File: src/rtl/async_fifo_pkg.sv
// Pointer coding helpers shared by the read- and write-side FIFO controllers.
// Functions work on a wide word; callers zero-extend and truncate to their pointer width.
package async_fifo_pkg;

    localparam int PTR_MAX_W = 32;
    localparam int OUT_BUF_DEPTH = 2;

    typedef logic [PTR_MAX_W-1:0] ptr_word_t;

    function automatic ptr_word_t bin2gray(input ptr_word_t bin);
        return bin ^ (bin >> 1);
    endfunction

    // Leading zeros from zero-extension decode to zeros, so truncating the result is exact.
    function automatic ptr_word_t gray2bin(input ptr_word_t gray);
        ptr_word_t bin;
        bin[PTR_MAX_W-1] = gray[PTR_MAX_W-1];
        for (int i = PTR_MAX_W - 2; i >= 0; i--) begin
            bin[i] = bin[i+1] ^ gray[i];
        end
        return bin;
    endfunction

endpackage

File: src/rtl/async_fifo_rd_ctrl_sync_2ff.sv
// Two-flop synchronizer for a Gray-coded pointer crossing into the read clock domain.
module sync_2ff #(
    parameter int width = 1
) (
    input  logic             rd_clk,
    input  logic             rd_rst_n,
    input  logic [width-1:0] d,
    output logic [width-1:0] q
);

    logic [width-1:0] meta_reg;
    logic [width-1:0] sync_reg;

    always_ff @(posedge rd_clk) begin
        if (!rd_rst_n) begin
            meta_reg <= '0;
            sync_reg <= '0;
        end else begin
            meta_reg <= d;
            sync_reg <= meta_reg;
        end
    end

    assign q = sync_reg;

endmodule

File: src/rtl/async_fifo_rd_ctrl.sv
// Read-side controller of an asynchronous FIFO with a 2-entry prefetch output buffer.
// Optional registered fill level: define ASYNC_FIFO_RD_LEVEL_EN.
module async_fifo_rd_ctrl
    import async_fifo_pkg::*;
#(
    parameter int fifo_data_size = 8,
    parameter int fifo_ptr_size  = 8
) (
    input  logic                      rd_clk,
    input  logic                      rd_rst_n,
    input  logic [fifo_ptr_size:0]    wr_ptr_gray,
    output logic [fifo_ptr_size:0]    rd_ptr_gray,
    output logic [fifo_ptr_size-1:0]  rd_addr,
    input  logic [fifo_data_size-1:0] rd_data,
    output logic [fifo_data_size-1:0] rd_dout,
    output logic                      rd_valid,
    input  logic                      rd_ready,
    output logic                      rd_empty,
    output logic [fifo_ptr_size:0]    rd_level
);

    localparam int PW = fifo_ptr_size + 1;

    logic [PW-1:0] wr_ptr_gray_sync;
    logic [PW-1:0] rd_ptr_bin_reg, rd_ptr_bin_next;
    logic [PW-1:0] rd_ptr_gray_reg, rd_ptr_gray_next;
    logic          inflight_reg, inflight_next;
    logic [1:0]    count_reg, count_next, occ_after_pop;
    logic [fifo_data_size-1:0] buf_reg  [OUT_BUF_DEPTH];
    logic [fifo_data_size-1:0] buf_next [OUT_BUF_DEPTH];
    logic          mem_empty;
    logic          pop;
    logic          fetch;

    sync_2ff #(
        .width(PW)
    ) u_wr_ptr_sync (
        .rd_clk  (rd_clk),
        .rd_rst_n(rd_rst_n),
        .d       (wr_ptr_gray),
        .q       (wr_ptr_gray_sync)
    );

    assign mem_empty = (wr_ptr_gray_sync == rd_ptr_gray_reg);
    assign pop       = (count_reg != 2'd0) && rd_ready;

    // A fetch returns data one edge later, so the in-flight word reserves a buffer slot.
    always_comb begin
        occ_after_pop    = count_reg - {1'b0, pop};
        fetch            = !mem_empty &&
                           (({1'b0, occ_after_pop} + {2'b00, inflight_reg}) < 3'd2);
        inflight_next    = fetch;
        rd_ptr_bin_next  = rd_ptr_bin_reg;
        if (fetch) begin
            rd_ptr_bin_next = rd_ptr_bin_reg + PW'(1);
        end
        rd_ptr_gray_next = PW'(bin2gray(PTR_MAX_W'(rd_ptr_bin_next)));

        buf_next = buf_reg;
        if (pop) begin
            buf_next[0] = buf_reg[1];
        end
        if (inflight_reg) begin
            buf_next[occ_after_pop[0]] = rd_data;
        end
        count_next = occ_after_pop + {1'b0, inflight_reg};
    end

    always_ff @(posedge rd_clk) begin
        if (!rd_rst_n) begin
            rd_ptr_bin_reg  <= '0;
            rd_ptr_gray_reg <= '0;
            inflight_reg    <= 1'b0;
            count_reg       <= 2'd0;
        end else begin
            rd_ptr_bin_reg  <= rd_ptr_bin_next;
            rd_ptr_gray_reg <= rd_ptr_gray_next;
            inflight_reg    <= inflight_next;
            count_reg       <= count_next;
        end
    end

    genvar gi;
    generate
        for (gi = 0; gi < OUT_BUF_DEPTH; gi++) begin : g_out_buf
            always_ff @(posedge rd_clk) begin
                if (!rd_rst_n) begin
                    buf_reg[gi] <= '0;
                end else begin
                    buf_reg[gi] <= buf_next[gi];
                end
            end
        end
    endgenerate

    assign rd_addr     = rd_ptr_bin_reg[fifo_ptr_size-1:0];
    assign rd_ptr_gray = rd_ptr_gray_reg;
    assign rd_dout     = buf_reg[0];
    assign rd_valid    = (count_reg != 2'd0);
    assign rd_empty    = (count_reg == 2'd0);

`ifdef ASYNC_FIFO_RD_LEVEL_EN
    logic [PW-1:0] wr_ptr_bin_sync;
    logic [PW-1:0] level_reg;

    assign wr_ptr_bin_sync = PW'(gray2bin(PTR_MAX_W'(wr_ptr_gray_sync)));

    always_ff @(posedge rd_clk) begin
        if (!rd_rst_n) begin
            level_reg <= '0;
        end else begin
            level_reg <= wr_ptr_bin_sync - rd_ptr_bin_reg;
        end
    end

    assign rd_level = level_reg;
`else
    assign rd_level = '0;
`endif

endmodule
File: config.mk
export PLATFORM = sky130hd
export DESIGN_NAME = async_fifo_rd_ctrl
export DESIGN_NICKNAME = d
export VERILOG_FILES = /design/src/rtl/async_fifo_pkg.sv /design/src/rtl/async_fifo_rd_ctrl_sync_2ff.sv /design/src/rtl/async_fifo_rd_ctrl.sv
export SDC_FILE = /design/constraint.sdc
export NUM_CORES = 1
export LEC_CHECK = 0
export ABC_AREA = 1
export BUFFER_PORTS_ARGS = -buffer_cell sky130_fd_sc_hd__buf_4
export CAP_MARGIN = 20
export CORE_ASPECT_RATIO = 0.5
export CORE_MARGIN = 1
export CORE_UTILIZATION = 60
export CTS_BUF_LIST = sky130_fd_sc_hd__clkbuf_2
export DETAILED_ROUTE_END_ITERATION = 8
export PLACE_DENSITY = 0.92
export SLEW_MARGIN = 20
export SYNTH_ARGS = -nofsm -noshare
export SYNTH_HDL_FRONTEND = slang
export SYNTH_HIERARCHICAL = 1
export SYNTH_SLANG_ARGS = --single-unit
File: constraint.sdc
create_clock -name rd_clk -period 3.65 [get_ports rd_clk]
set_input_delay 0.5475 -clock rd_clk [delete_from_list [all_inputs] [get_ports rd_clk]]
set_output_delay 0.5475 -clock rd_clk [all_outputs]
set_load 0.005 [all_outputs]
==> results.json <==
{
  "cts_tree": "yes",
  "final_cells": 434,
  "path_max_fanout": 13,
  "critical_path.startpoint_type": "flop",
  "cts-root-buf": "clkbuf_2",
  "die_w_um": 95.1,
  "fin_tns_setup_ps": 0,
  "syn_avg_cell_area_um2": 7.56,
  "fin_crit_sh_pct": 90.8,
  "core_area_um2": 4020,
  "p_leak_nw": 1.58,
  "synth_ff_type": "dfxtp_1",
  "die_y_um": 48.5,
  "max_freq_mhz": 302,
  "initial_core_util_pct": 64.6,
  "grt_pass1_wl_um": 8270,
  "path_class": "reg -> reg",
  "clock_power_share_pct": 16.3,
  "grt_usage_pct": 22.6,
  "totalWireLength_um": 4810,
  "syn_inst": 344,
  "numCtsBuffers": 5,
  "clk_pin_slew_ps": 270,
  "ys_warn_count": 6,
  "areaGrowthSynthToFinish_pct": 11.0,
  "overflow": 0,
  "ys_types": 28,
  "num_vias": 2122,
  "powerDensity_nw_per_um2": 649,
  "n_fill_cell": 305,
  "min_to": "u_wr_ptr_sync/meta_reg[7]$_SDFF_PN0_",
  "antenna_found_initial": 0,
  "cap_violations": 0,
  "grt_pass1_vias": 1956,
  "h-tree-depth": 2,
  "power_frac_comb_pct": 41.7,
  "irDropWorstVdd_v": 0.000426,
  "rsz0062_at_grt": "false",
  "holdWs_ps": 262,
  "die_area_um2": 4620,
  "layout_common_cells": "90 x nand2_1, 54 x dfxtp_1, 52 x inv_1",
  "hold_viol": 0,
  "clockBufferDepth": 2,
  "slew_violations": 0,
  "netlist_area_um2": 2600,
  "cp-end-kind": "flop",
  "final_common_cell": "nand2_1",
  "r2r-end": "rd_ptr_gray[5]$_SDFF_PN0_",
  "placed_cells": 426,
  "rr_worst_depth": 16,
  "regToRegSetupSlack_ps": 340,
  "drt-initial-drc-count": 140,
  "r2r_start": "count_reg[1]$_SDFF_PN0_",
  "dr.pass1.iters": 7,
  "seqPwrFrac_pct": 42.0,
  "grt_max_degree": 47,
  "drive_above_1_share_pct": 21.1,
  "hold_start": "wr_ptr_gray[7]",
  "worstSkewPairLatency_ps": 440,
  "fin_crit_ps": 3310,
  "post_cts.repair.setup_buffers": 0,
  "setup-violations-final": 0,
  "fp-row-count": 16,
  "finClkSkew_ps": 23.7,
  "yosysSeqAreaShare_pct": 41.6,
  "total_switching_power_mw": 0.732,
  "nets": 403,
  "fin_area_um2": 2890,
  "placed_area_um2": 2820,
  "max-slew-margin-rel_pct": 60.9,
  "arrival_ps": 3700,
  "worst-endpoint-required_ps": 4040,
  "whs_path_depth": 3,
  "min_path_type": "in -> reg",
  "routed_via_density": 4.89,
  "drt-wirelength-per-cell_um": 11.1,
  "gp_congestion": 0.879,
  "synth-edff-count": 0,
  "diodes": 0,
  "cts_hold_buf": 0,
  "post_cts_resized": 0,
  "p_sw_share_pct": 39.1,
  "ys_ff_latch": 54,
  "drc_errors": 0,
  "outcome": "finished clean",
  "ant_nets": 0,
  "ioPinCount": 56,
  "cts.sinks": 54,
  "dp_hpwl_um": 3490,
  "p_int_mw": 1.14,
  "worst_slew_pin_slew_ps": 586,
  "io_buffers": 46,
  "async_flop_share_pct": 0
}
-- area by class of cell --
cell class | instances | area [µm²] | share of cell area (%)
inverter | 54 | 203 | 7.02
multi-input combinational | 218 | 1120 | 38.8
timing repair buffer | 46 | 345 | 12.0
clock inverter | 3 | 45.0 | 1.56
clock buffer | 5 | 25.0 | 0.867
tap | 54 | 67.6 | 2.34
sequential | 54 | 1080 | 37.5
-- worst max path at each step --
stage	startpoint	end	slack (ps)
2_1_floorplan	count_reg[1]$_SDFF_PN0_	rd_ptr_gray[4]$_SDFF_PN0_	1040
3_3_place_gp	rd_ready	rd_ptr_gray[5]$_SDFF_PN0_	470
3_5_place_dp	rd_ready	rd_ptr_gray[5]$_SDFF_PN0_	320
4_1_cts	count_reg[1]$_SDFF_PN0_	rd_ptr_gray[5]$_SDFF_PN0_	360
5_1_grt	count_reg[1]$_SDFF_PN0_	rd_ptr_gray[5]$_SDFF_PN0_	70
6_report	count_reg[1]$_SDFF_PN0_	rd_ptr_gray[5]$_SDFF_PN0_	340
-- cells by family after synthesis --
kind of cell | after synthesis | synth area share [%]
AND/OR/NAND/NOR | 173 | 31.0
buffers and inverters | 80 | 16.5
flip-flops | 54 | 41.6
AO/OA/AOI/OAI | 19 | 4.43
XOR/XNOR | 13 | 4.38
adder cells (fa/ha/maj) | 4 | 1.93
other | 1 | 0.144
-- routing by layer --
metal  wire length, µm  share of wire [%]  vias to the layer above  global-route usage [%]
met5                 0                  0                        -                       0
met4                34               0.71                        0                    5.56
met1              2160                 45                      968                    27.4
li1                  -                  -                     1074                       -
met2              2360                 49                       73                    40.7
met3               258                5.4                        7                    4.72
-- worst max-delay path, cell delays in order (launching register included) --
cell	delay, ps
dfxtp_1	390
nor2_1	140
inv_1	80
nand2_2	160
clkinv_1	250
ha_1	370
inv_1	40
ha_1	270
clkinv_1	200
ha_1	570
nand2_1	100
nor3_1	280
nand3_1	130
nand3_1	120
nand2_1	70
nand2_1	60
inv_1	30
-- stage by stage --
step / power [mW] / setup WS [ps] / utilization (%)
after floorplan: 1.47 / 1040 / -
after global placement: 1.54 / 467 / 70.0
after detailed placement: 1.57 / 320 / 70.0
after CTS: 1.88 / 364 / 71.7
after global routing: 2.01 / 70.0 / 71.7
final: 1.87 / 336 / 71.7
-- power groups by stage --
stage | Sequential, mW | Combinational, mW | Clock (mW)
final | 0.786 | 0.782 | 0.305
after detailed placement | 0.795 | 0.778 | 0
after CTS | 0.785 | 0.783 | 0.311
after floorplan | 0.780 | 0.692 | 0
after global placement | 0.792 | 0.751 | 0
after global routing | 0.800 | 0.872 | 0.341
-- cells in the mapped netlist, types with 4 or more instances --
| library cell | n | share of area [%] |
|---|---|---|
| o211ai_1 | 8 | 2.3 |
| buf_4 | 17 | 4.9 |
| nand2_2 | 13 | 3.1 |
| nor2_1 | 36 | 5.2 |
| o21ai_0 | 8 | 1.5 |
| dfxtp_1 | 54 | 42 |
| ha_1 | 4 | 1.9 |
| xor2_1 | 7 | 2.4 |
| nand3b_1 | 4 | 1.2 |
| xnor2_1 | 6 | 2.0 |
| nand2_1 | 90 | 13 |
| nand3_1 | 15 | 2.9 |
| inv_1 | 52 | 7.5 |
Power figures use the tool's default switching activity.
